<file path="src/rtl/memory_seq_pkg.sv">
// Shared op codes, FSM encoding and address helpers for the memory access sequencer.
package memory_seq_pkg;

  typedef enum logic [1:0] {
    OP_FETCH = 2'b00,   // read at (seg<<4)+ip, advance ip
    OP_RD    = 2'b01,   // read at op_addr
    OP_WR    = 2'b10,   // write op_wdata at op_addr
    OP_WR_IP = 2'b11    // write op_wdata at (seg<<4)+ip, advance ip
  } op_sel_e;

  typedef enum logic [1:0] {
    ST_IDLE   = 2'b00,
    ST_ACCESS = 2'b01,
    ST_WAIT   = 2'b10,
    ST_RESP   = 2'b11
  } state_e;

  // Widest segment/offset supported by phys_addr; callers truncate the result.
  localparam int SEG_MAX_W  = 32;
  localparam int PHYS_MAX_W = SEG_MAX_W + 4;

  // Real-mode style physical address. Carry out of the caller's address width is
  // dropped by the caller's truncating cast, giving the FFFFF -> 00000 wrap.
  function automatic logic [PHYS_MAX_W-1:0] phys_addr(input logic [SEG_MAX_W-1:0] seg,
                                                      input logic [SEG_MAX_W-1:0] off);
    return {seg, 4'h0} + {4'h0, off};
  endfunction

  function automatic logic op_is_read(input op_sel_e sel);
    return (sel == OP_FETCH) || (sel == OP_RD);
  endfunction

  function automatic logic op_uses_ip(input op_sel_e sel);
    return (sel == OP_FETCH) || (sel == OP_WR_IP);
  endfunction

endpackage

</file>
<file path="src/rtl/address_history_ring.sv">
// Ring of the most recently issued memory addresses with an indexed, newest-first read port.
module address_history_ring
  import memory_seq_pkg::*;
#(
  parameter int ADDR_W = 20,
  parameter int DEPTH  = 20,
  parameter int IDX_W  = $clog2(DEPTH),
  parameter int CNT_W  = $clog2(DEPTH + 1)
) (
  input  logic              clk_i,
  input  logic              reset_n_i,
  input  logic              wr_en_i,
  input  logic [ADDR_W-1:0] wr_addr_i,
  input  logic              clear_i,
  input  logic [IDX_W-1:0]  rd_idx_i,
  output logic [ADDR_W-1:0] rd_addr_o,
  output logic [CNT_W-1:0]  count_o
);

  localparam int                SUM_W    = IDX_W + 2;
  localparam logic [IDX_W-1:0]  LAST_PTR = IDX_W'(DEPTH - 1);
  localparam logic [CNT_W-1:0]  FULL_CNT = CNT_W'(DEPTH);

  logic [DEPTH-1:0][ADDR_W-1:0] mem_q;
  logic [IDX_W-1:0]             wr_ptr_q;
  logic [CNT_W-1:0]             cnt_q;
  logic [SUM_W-1:0]             rd_sum;

  // Write / clear. A clear coinciding with a write restarts the ring with that write as entry 0.
  always_ff @(posedge clk_i or negedge reset_n_i) begin
    if (!reset_n_i) begin
      mem_q    <= '0;
      wr_ptr_q <= '0;
      cnt_q    <= '0;
    end else if (clear_i) begin
      if (wr_en_i) begin
        mem_q[0] <= wr_addr_i;
        wr_ptr_q <= IDX_W'(1);
        cnt_q    <= CNT_W'(1);
      end else begin
        wr_ptr_q <= '0;
        cnt_q    <= '0;
      end
    end else if (wr_en_i) begin
      mem_q[wr_ptr_q] <= wr_addr_i;
      wr_ptr_q        <= (wr_ptr_q == LAST_PTR) ? '0 : wr_ptr_q + 1'b1;
      if (cnt_q != FULL_CNT) cnt_q <= cnt_q + 1'b1;
    end
  end

  // Newest-first lookup: slot = (wr_ptr - 1 - idx) mod DEPTH; entries past the count read as 0.
  always_comb begin
    rd_sum = SUM_W'(wr_ptr_q) + SUM_W'(DEPTH - 1) - SUM_W'(rd_idx_i);
    if (rd_sum >= SUM_W'(DEPTH)) rd_sum = rd_sum - SUM_W'(DEPTH);
    rd_addr_o = '0;
    if (CNT_W'(rd_idx_i) < cnt_q) rd_addr_o = mem_q[rd_sum[IDX_W-1:0]];
  end

  assign count_o = cnt_q;

endmodule

</file>
<file path="src/rtl/memory_access_sequencer.sv">
// Segmented-memory access engine: one op per handshake, one registered strobe per op,
// fixed-latency read return, IP tracking and a log of issued addresses.
module memory_access_sequencer
  import memory_seq_pkg::*;
#(
  parameter int ADDR_W     = 20,
  parameter int DATA_W     = 16,
  parameter int OFF_W      = 16,
  parameter int RD_LAT     = 1,
  parameter int IP_STEP    = 2,
  parameter int HIST_DEPTH = 20
) (
  input  logic                            clk_i,
  input  logic                            reset_n_i,
  input  logic                            op_valid_i,
  output logic                            op_ready_o,
  input  logic [1:0]                      op_sel_i,
  input  logic [ADDR_W-1:0]               op_addr_i,
  input  logic [DATA_W-1:0]               op_wdata_i,
  input  logic [OFF_W-1:0]                seg_i,
  input  logic                            ip_load_i,
  input  logic [OFF_W-1:0]                ip_load_val_i,
  output logic [OFF_W-1:0]                ip_o,
  output logic                            mem_re_o,
  output logic                            mem_we_o,
  output logic [ADDR_W-1:0]               mem_addr_o,
  output logic [DATA_W-1:0]               mem_wdata_o,
  input  logic [DATA_W-1:0]               mem_rdata_i,
  output logic                            rsp_valid_o,
  output logic [DATA_W-1:0]               rsp_data_o,
  output logic [ADDR_W-1:0]               rsp_addr_o,
  input  logic                            hist_clear_i,
  input  logic [$clog2(HIST_DEPTH)-1:0]   hist_idx_i,
  output logic [ADDR_W-1:0]               hist_addr_o,
  output logic [$clog2(HIST_DEPTH+1)-1:0] hist_count_o
);

  localparam int WCNT_W = (RD_LAT > 1) ? $clog2(RD_LAT) : 1;

  state_e              state_q, state_d;
  op_sel_e             sel;
  logic                accept;
  logic                last_wait;
  logic [ADDR_W-1:0]   ip_addr;
  logic                is_rd_q;
  logic                ip_op_q;
  logic [WCNT_W-1:0]   wait_cnt_q;
  logic                mem_re_q, mem_we_q;
  logic [ADDR_W-1:0]   mem_addr_q;
  logic [DATA_W-1:0]   mem_wdata_q;
  logic [DATA_W-1:0]   rsp_data_q;
  logic [OFF_W-1:0]    ip_q;

  assign sel     = op_sel_e'(op_sel_i);
  // Held low while reset is asserted so the upstream unit never sees a ready during reset.
  assign op_ready_o = (state_q == ST_IDLE) && reset_n_i;
  assign accept     = op_valid_i && op_ready_o;
  assign ip_addr    = ADDR_W'(phys_addr(SEG_MAX_W'(seg_i), SEG_MAX_W'(ip_q)));
  assign last_wait  = (wait_cnt_q == WCNT_W'(RD_LAT - 1));

  // FSM state register
  always_ff @(posedge clk_i or negedge reset_n_i) begin
    if (!reset_n_i) state_q <= ST_IDLE;
    else            state_q <= state_d;
  end

  // FSM next state: reads spend RD_LAT cycles in WAIT, writes go straight to RESP
  always_comb begin
    state_d = state_q;
    unique case (state_q)
      ST_IDLE:   if (accept) state_d = ST_ACCESS;
      ST_ACCESS: state_d = is_rd_q ? ST_WAIT : ST_RESP;
      ST_WAIT:   if (last_wait) state_d = ST_RESP;
      ST_RESP:   state_d = ST_IDLE;
      default:   state_d = ST_IDLE;
    endcase
  end

  // Capture the op at accept, fire its single strobe, and collect the response data
  always_ff @(posedge clk_i or negedge reset_n_i) begin
    if (!reset_n_i) begin
      mem_re_q    <= 1'b0;
      mem_we_q    <= 1'b0;
      mem_addr_q  <= '0;
      mem_wdata_q <= '0;
      is_rd_q     <= 1'b0;
      ip_op_q     <= 1'b0;
      wait_cnt_q  <= '0;
      rsp_data_q  <= '0;
    end else begin
      mem_re_q <= accept && op_is_read(sel);
      mem_we_q <= accept && !op_is_read(sel);
      if (accept) begin
        is_rd_q     <= op_is_read(sel);
        ip_op_q     <= op_uses_ip(sel);
        mem_addr_q  <= op_uses_ip(sel) ? ip_addr : op_addr_i;
        mem_wdata_q <= op_is_read(sel) ? '0 : op_wdata_i;
      end
      if (state_q == ST_ACCESS)    wait_cnt_q <= '0;
      else if (state_q == ST_WAIT) wait_cnt_q <= wait_cnt_q + 1'b1;
      // Read data is valid in the last WAIT cycle; writes report zero.
      if (state_q == ST_ACCESS && !is_rd_q)      rsp_data_q <= '0;
      else if (state_q == ST_WAIT && last_wait)  rsp_data_q <= mem_rdata_i;
    end
  end

  // Instruction pointer: an explicit load beats the post-access increment
  always_ff @(posedge clk_i or negedge reset_n_i) begin
    if (!reset_n_i)                           ip_q <= '0;
    else if (ip_load_i)                       ip_q <= ip_load_val_i;
    else if (state_q == ST_ACCESS && ip_op_q) ip_q <= ip_q + OFF_W'(IP_STEP);
  end

  address_history_ring #(
    .ADDR_W (ADDR_W),
    .DEPTH  (HIST_DEPTH)
  ) u_hist (
    .clk_i     (clk_i),
    .reset_n_i (reset_n_i),
    .wr_en_i   (state_q == ST_ACCESS),
    .wr_addr_i (mem_addr_q),
    .clear_i   (hist_clear_i),
    .rd_idx_i  (hist_idx_i),
    .rd_addr_o (hist_addr_o),
    .count_o   (hist_count_o)
  );

  assign ip_o        = ip_q;
  assign mem_re_o    = mem_re_q;
  assign mem_we_o    = mem_we_q;
  assign mem_addr_o  = mem_addr_q;
  assign mem_wdata_o = mem_wdata_q;
  assign rsp_valid_o = (state_q == ST_RESP);
  assign rsp_data_o  = rsp_data_q;
  assign rsp_addr_o  = mem_addr_q;

endmodule

</file>
<file path="config.mk">
export PLATFORM = sky130hd
export DESIGN_NAME = memory_access_sequencer
export DESIGN_NICKNAME = d
export VERILOG_FILES = /design/src/rtl/memory_seq_pkg.sv /design/src/rtl/address_history_ring.sv /design/src/rtl/memory_access_sequencer.sv
export SDC_FILE = /design/constraint.sdc
export NUM_CORES = 1
export LEC_CHECK = 0
export BUFFER_PORTS_ARGS = -buffer_cell sky130_fd_sc_hd__buf_2
export CAP_MARGIN = 25
export CORE_ASPECT_RATIO = 0.75
export CORE_UTILIZATION = 55
export CTS_CLUSTER_DIAMETER = 80
export CTS_CLUSTER_SIZE = 20
export DETAILED_ROUTE_END_ITERATION = 16
export PLACE_DENSITY = 0.82
export SETUP_SLACK_MARGIN = 0.1
export SLEW_MARGIN = 40
export SYNTH_ARGS = -nofsm -noshare
export SYNTH_HDL_FRONTEND = slang
export SYNTH_SLANG_ARGS = --single-unit
</file>
<file path="constraint.sdc">
create_clock -name clk_i -period 8.75 [get_ports clk_i]
set_clock_uncertainty 0.2 [all_clocks]
set_input_delay 0.4375 -clock clk_i [delete_from_list [all_inputs] [get_ports clk_i]]
set_output_delay 0.4375 -clock clk_i [all_outputs]
set_load 0.1 [all_outputs]
</file>
==> flow_metrics.env, run 1 <==
export IMPL_synth_edf_count=0
export IMPL_drv_slew=0
export IMPL_path_clk_slew_ns=0.09
export IMPL_drc_errors=0
export IMPL_core_area_um2=42530
export IMPL_yosysWarnings=0
export IMPL_synthTopCellsByArea="dfrtp_1, mux2_2, mux4_2, mux2i_1, ha_1"
export IMPL_post_route_util=0.6314
export IMPL_start_kind="flop"
export IMPL_yosys_area_top_type="dfrtp_1"
export IMPL_finalNetCount=2054
export IMPL_dr_first_iter_drc_count=1147
export IMPL_antenna_found_initial=0
export IMPL_placed_cell_area_um2=25430
export IMPL_avgSynthCellArea_um2=13.85
export IMPL_hold_path_class="in -> reg"
export IMPL_setup_viol=0
export IMPL_rr_startpoint="ip_o[5]"
export IMPL_finalHoldViolations=0
export IMPL_yosys_area_top_type_share=0.5051
export IMPL_internal_power_mw=4.123
export IMPL_gp_congestion=0.9142
export IMPL_synth_nets=1874
export IMPL_place_hpwl_um=39210
export IMPL_cts_tree="done"
export IMPL_die_area_um2=44540
export IMPL_yosys_cell_types_count=52
export IMPL_synth_most_common_cell="dfrtp_1"
export IMPL_tns_ns=0
export IMPL_grt_overflow=0
export IMPL_fmax_mhz=164.5
export IMPL_rsz0062_at_grt="no"
export IMPL_finalCritPeriodShare=0.6948
export IMPL_status="finished, final reports clean"
export IMPL_area_growth_pct=11.76
export IMPL_switching_share=0.4605
export IMPL_design_area_um2=26860
export IMPL_cp_data_arrival_time_ns=5.44
export IMPL_viasPerCell=6.189
export IMPL_post_route_min_period_ns=6.080
export IMPL_grt_pass1_vias=16091
export IMPL_p_comb_frac=0.425
export IMPL_io_pins=213
export IMPL_yosys_top_cells_count="dfrtp_1, mux2_2, mux4_2"
export IMPL_syn_inst=1735
export IMPL_clockRootBuffer="clkbuf_16"
export IMPL_fp_dieH_um=183.0
export IMPL_route_vias_total=15373
export IMPL_regToRegEndpoint="mem_addr_o[19]"
export IMPL_seqPwrFrac=0.403
export IMPL_relSlewSlack=0.4665
export IMPL_rows=65
export IMPL_nFillCells=3077
export IMPL_portBuffers=212
export IMPL_required_ns=8.11
export IMPL_power_switching_mw=3.520
export IMPL_ir_worst_vdd_mv=0.3193
export IMPL_wl_um=59710
export IMPL_synth_ff_type="dfrtp_1"
export IMPL_insertion_delay_ns=0.58
export IMPL_start_util=0.5650
export IMPL_power_leakage_nw=13.02
export IMPL_clockBufferDepth=3
export IMPL_async_flop_share=1.000
export IMPL_clockPowerShare=0.172
export IMPL_tightest_slew_ns=0.8003
export IMPL_synth_seq_area_share=0.5051
export IMPL_drtAntennaViolNets=0
export IMPL_cts_buffers=28
export IMPL_die_w_um=243.4
export IMPL_clock_sinks=485
export IMPL_max_cap_viol_count=0
export IMPL_gr_usage_all_layers=0.2749
export IMPL_cts_resized=0
export IMPL_whs_ns=0.01685
export IMPL_worstSetupStartpoint="u_hist.wr_ptr_q[2]"
export IMPL_drt_pre_antenna_iters=7
export IMPL_powerDensity_nw_per_um2=284.6
export IMPL_end_kind="output pin"
export IMPL_cts_max_level=1
export IMPL_diodes=0
export IMPL_worst_path_max_fanout=42
export IMPL_crit_path_end="hist_addr_o[10]"
export IMPL_layout_drive_gt1_share=0.4433
export IMPL_grt_max_degree=108
export IMPL_r2r_slack_ns=5.71
export IMPL_wire_per_inst_um=24.04
export IMPL_netlist_area_um2=24030
export IMPL_r2r_cells=9
export IMPL_synth_seq_cells=485
export IMPL_grt_first_pass_wirelength_um=94410
export IMPL_path_class="reg -> out"
[state kept, by name, summed over array words and instances, names as in the netlist]
signal,flops
u_hist.mem_q,400
mem_addr_o,20
ip_o,16
mem_wdata_o,16
rsp_data_o,16
u_hist.count_o,5
u_hist.wr_ptr_q,5
state_q,2
ip_op_q,1
is_rd_q,1
mem_re_o,1
mem_we_o,1
wait_cnt_q,1
[worst max-delay path, stage by stage (launching register included)]
cell	delay (ns)
dfrtp_1	0.50
inv_1	0.12
ha_1	0.29
inv_1	0.06
fa_1	0.54
xor2_4	0.20
buf_4	0.58
inv_1	0.19
ha_2	0.24
a211oi_2	0.20
o22ai_2	0.13
a21oi_4	0.42
buf_8	0.24
mux4_2	0.54
o22ai_2	0.14
buf_2	0.45
[what timing repair did]
| item | 4_1_cts | 5_1_grt |
|---|---|---|
| hold buffers | 66 | 0 |
| setup buffers | 0 | 0 |
| hold endpoints to repair | 159 | 0 |
[routing by layer]
metal / vias to the layer above / share of wire / wire length, µm / global-route usage
met5: - / 0 / 0 / 0
met3: 70 / 0.077 / 4623 / 0.05341
met1: 8092 / 0.44 / 26160 / 0.4005
met4: 0 / 0.020 / 1185 / 0.05761
li1: 6613 / - / - / -
met2: 598 / 0.46 / 27740 / 0.4323
[cells in the final DEF, fill, tap and decap left out, types with 3 or more instances in the layout]
cell / count
a21o_1: 6
a21oi_1: 33
a22o_1: 18
a31oi_1: 6
and3_1: 10
buf_2: 211
buf_4: 27
buf_8: 5
clkbuf_16: 29
dfrtp_1: 467
dfrtp_2: 18
dlygate4sd3_1: 66
ha_1: 37
inv_1: 49
mux2_2: 402
mux2i_1: 87
mux4_2: 120
nand2_1: 81
nand2b_1: 5
nand3_1: 32
nand4_1: 6
nor2_1: 40
nor2_2: 4
nor2_4: 3
nor2b_1: 4
nor3_1: 7
o211ai_1: 3
o21a_1: 6
o21ai_0: 34
o22ai_1: 16
o22ai_2: 9
o31ai_1: 4
xnor2_1: 13
xor2_1: 16
[through the flow]
stage | total power [mW] | worst slack, ns | std cells
2_1_floorplan | 5.634 | 3.380 | 1735
3_3_place_gp | 6.198 | 2.974 | 2381
3_5_place_dp | 6.310 | 3.184 | 2388
4_1_cts | 7.649 | 2.606 | 2484
5_1_grt | 7.968 | 2.401 | 2484
6_report | 7.643 | 2.670 | 2484
[worst min-delay path by stage]
| stage | start | end | slack [ns] | cells after the start |
|---|---|---|---|---|
| finish | op_addr_i[16] | mem_addr_o[16] | 0.02 | 4 |
| global route | op_addr_i[16] | mem_addr_o[16] | 0.008 | 4 |
| CTS | op_addr_i[16] | mem_addr_o[16] | 0.006 | 4 |
| detailed placement | mem_wdata_o[3] | mem_wdata_o[3] | 0.25 | 2 |
| global placement | mem_wdata_o[4] | mem_wdata_o[4] | 0.25 | 2 |
| floorplan | reset_n_i | ip_o[0] | -0.06 | 0 |
[kinds of logic (layout without fill, tap and decap cells)]
family | after synthesis | after routing | synth area share
multiplexers | 609 | 609 | 0.3371
AO/OA/AOI/OAI | 148 | 148 | 0.04150
flip-flops | 485 | 485 | 0.5051
buffers and inverters | 215 | 395 | 0.04337
adder cells (fa/ha/maj) | 43 | 43 | 0.02301
XOR/XNOR | 31 | 31 | 0.01192
AND/OR/NAND/NOR | 204 | 204 | 0.03806
[final cells by class]
class | instances | area (µm²) | share of cell area
tap | 569 | 711.9 | 0.02651
inverter | 49 | 183.9 | 0.006849
clock buffer | 29 | 725.7 | 0.02702
timing repair buffer | 316 | 2126 | 0.07916
multi-input combinational | 1035 | 10930 | 0.4071
clock inverter | 1 | 16.27 | 0.0006057
sequential | 485 | 12160 | 0.4528
[power by group through the flow]
stage | sequential, mW | clock [mW] | combinational (mW)
final | 3.08 | 1.31 | 3.25
after global routing | 3.13 | 1.43 | 3.41
after CTS | 3.05 | 1.34 | 3.25
after detailed placement | 3.09 | 0 | 3.22
after global placement | 3.05 | 0 | 3.15
after floorplan | 3.62 | 0 | 2.01
Power figures use the tool's default switching activity.
==> run 2: changes to the inputs <==
- CORE_UTILIZATION: 55 -> 54
- PLACE_DENSITY: 0.82 -> 0.83
- clock period: 8.75 -> 5.55 ns (I/O delays scaled with it)
==> run 2 against run 1 <==
Compared with the run above:
- critical path depth fell by 2
- non-clock buffer count rose by 56
- first-iteration DRC count is 7.7% higher
- global-route usage is 0.10 points higher
- combinational power grew 64%
- via count increased by 2.5%
- final cell count up 2.7%
- utilization rose by 0.40 points
==> flow_metrics.env, run 2 (synthesized netlist as in run 1, its figures left out) <==
export IMPL_setup_viol=0
export IMPL_design_area_um2=27710
export IMPL_start_kind="flop"
export IMPL_largest_register="u_hist.mem_q"
export IMPL_nFillCells=3087
export IMPL_power_leakage_nw=13.26
export IMPL_path_buf_inv=5
export IMPL_finalNetCount=2110
export IMPL_worstSetupStartpoint="u_hist.wr_ptr_q[2]"
export IMPL_layout_drive_gt1_share=0.4280
export IMPL_largest_reg_flops=400
export IMPL_dp_slack_ns=0.7908
export IMPL_die_w_um=245.6
export IMPL_max_cap_viol_count=0
export IMPL_place_hpwl_um=38130
export IMPL_path_cells="inv_1 -> ha_1 -> inv_1 -> fa_1 -> xor2_4 -> buf_4 -> a211oi_2 -> o22ai_2 -> a21oi_4 -> buf_4 -> mux4_2 -> o22ai_1 -> buf_12"
export IMPL_tightest_slew_ns=0.8242
export IMPL_io_pins=213
export IMPL_seq_area_um2=12150
export IMPL_drtAntennaViolNets=0
export IMPL_final_cell_count_no_fill=2550
export IMPL_diodes=0
export IMPL_worst_path_max_fanout=41
export IMPL_fp_dieH_um=184.7
export IMPL_placedCellCount=2397
export IMPL_met2WireLength_um=28950
export IMPL_core_area_um2=43600
export IMPL_viasPerCell=6.178
export IMPL_required_ns=5.07
export IMPL_drv_slew=0
export IMPL_antenna_found_initial=0
export IMPL_highest_layer="met4"
export IMPL_m1WireLength_um=26570
export IMPL_cts_max_level=1
export IMPL_post_route_min_period_ns=5.229
export IMPL_clockRootBuffer="clkbuf_16"
export IMPL_multi_input_area_um2=10950
export IMPL_layout_commonest_cell="dfrtp_1"
export IMPL_placed_cell_area_um2=25690
export IMPL_clockBufferDepth=3
export IMPL_finalHoldViolations=0
export IMPL_fmax_mhz=191.2
export IMPL_wl_um=60960
export IMPL_route_vias_total=15755
export IMPL_drt_pre_antenna_iters=5
export IMPL_hold_path_class="in -> async"
export IMPL_dr_first_iter_drc_count=1235
export IMPL_end_kind="output pin"
export IMPL_grt_overflow=0
export IMPL_post_route_util=0.6354
export IMPL_critical_path_max_stage_delay_ns=0.57
export IMPL_path_class="reg -> out"
export IMPL_drc_errors=0
export IMPL_cts_buffers=28
export IMPL_insertion_delay_ns=0.58
export IMPL_tns_ns=0
export IMPL_gr_usage_all_layers=0.2759
export IMPL_clock_sinks=485
export IMPL_grt_pass1_vias=16815
export IMPL_ir_worst_vdd_mv=0.5570
export IMPL_rsz0062_at_grt="no"
export IMPL_crit_family="buffers and inverters"
export IMPL_design_power_total_mw=12.19
export IMPL_path_clk_slew_ns=0.09
export IMPL_start_util=0.5511
export IMPL_portBuffers=212
export IMPL_rr_startpoint="ip_o[4]"
export IMPL_cts_setup_buffers=0
export IMPL_relSlewSlack=0.4505
export IMPL_cts_tree="done"
export IMPL_finalCritPeriodShare=0.9421
export IMPL_grt_max_degree=108
export IMPL_die_area_um2=45360
export IMPL_grt_first_pass_wirelength_um=96260
export IMPL_fin_ws_ns=0.3212
export IMPL_cp_data_arrival_time_ns=4.75
export IMPL_rows=66
export IMPL_crit_slowest_cell="mux4_2"
export IMPL_whs_ns=0.01319
export IMPL_status="finished, final reports clean"
export IMPL_gp_congestion=0.8570
export IMPL_dr_wl_met3_um=4099
export IMPL_area_growth_pct=15.29
export IMPL_wire_per_inst_um=23.90
export IMPL_powerDensity_nw_per_um2=440.1
export IMPL_final_cell_mix="dfrtp_1, mux2_2, buf_2, dlygate4sd3_1, mux4_2"
run 2: cell types whose count changed in the layout (fill, tap and decap cells not counted), sizes merged:
cell	previous run	this run
clkinv	0	2
inv	50	49
dlygate4sd3	66	122
run 2: final timing paths:
check	to	slack (ns)	depth (start not counted)
min in group clk_i	mem_addr_o[15]	0.04	4
hold reg to reg	mem_wdata_o[7]	0.29	2
setup / recovery	hist_addr_o[19]	0.32	13
hold / removal	ip_o[0]	0.01	2
max in group asynchronous	u_hist.mem_q[330]	3.30	4
setup reg to reg	mem_addr_o[18]	1.78	12
run 2: worst register-to-register path: stages, from the launching register on:
cell           delay, ns
dfrtp_1             0.47
ha_1                0.23
inv_1               0.06
fa_1                0.40
nor2b_1             0.21
o31a_1              0.20
o211ai_1            0.12
a21oi_1             0.23
o211ai_1            0.15
xor2_1              0.16
dlygate4sd3_1       0.57
a21oi_1             0.15
dlygate4sd3_1       0.56
run 2: power breakdown:
part | internal (mW) | total, mW | switching, mW | leakage [nW]
combinational | 1.64 | 5.34 | 3.69 | 6.33
sequential | 4.02 | 4.78 | 0.760 | 6.57
clock | 0.931 | 2.07 | 1.14 | 0.368
run 2: final cells by class:
cell class | count | area share
clock inverters | 2 | 0.0007677
multi-input cells | 1035 | 0.3952
clock buffers | 29 | 0.02619
well taps | 578 | 0.02610
inverters | 49 | 0.006639
flip-flops and latches | 485 | 0.4386
repair buffers | 372 | 0.1066
run 2: per-layer routing:
metal,vias up,global-route usage
li1,6724,-
met1,8305,0.3899
met2,616,0.4455
met3,110,0.05052
met4,0,0.06385
met5,-,0
run 2: what timing repair did:
| item | in CTS | in global routing |
|---|---|---|
| setup endpoints to repair | 0 | 20 |
| endpoints found under the hold margin | 157 | 0 |
| resized for setup | 0 | 2 |
| hold buffers | 122 | 0 |
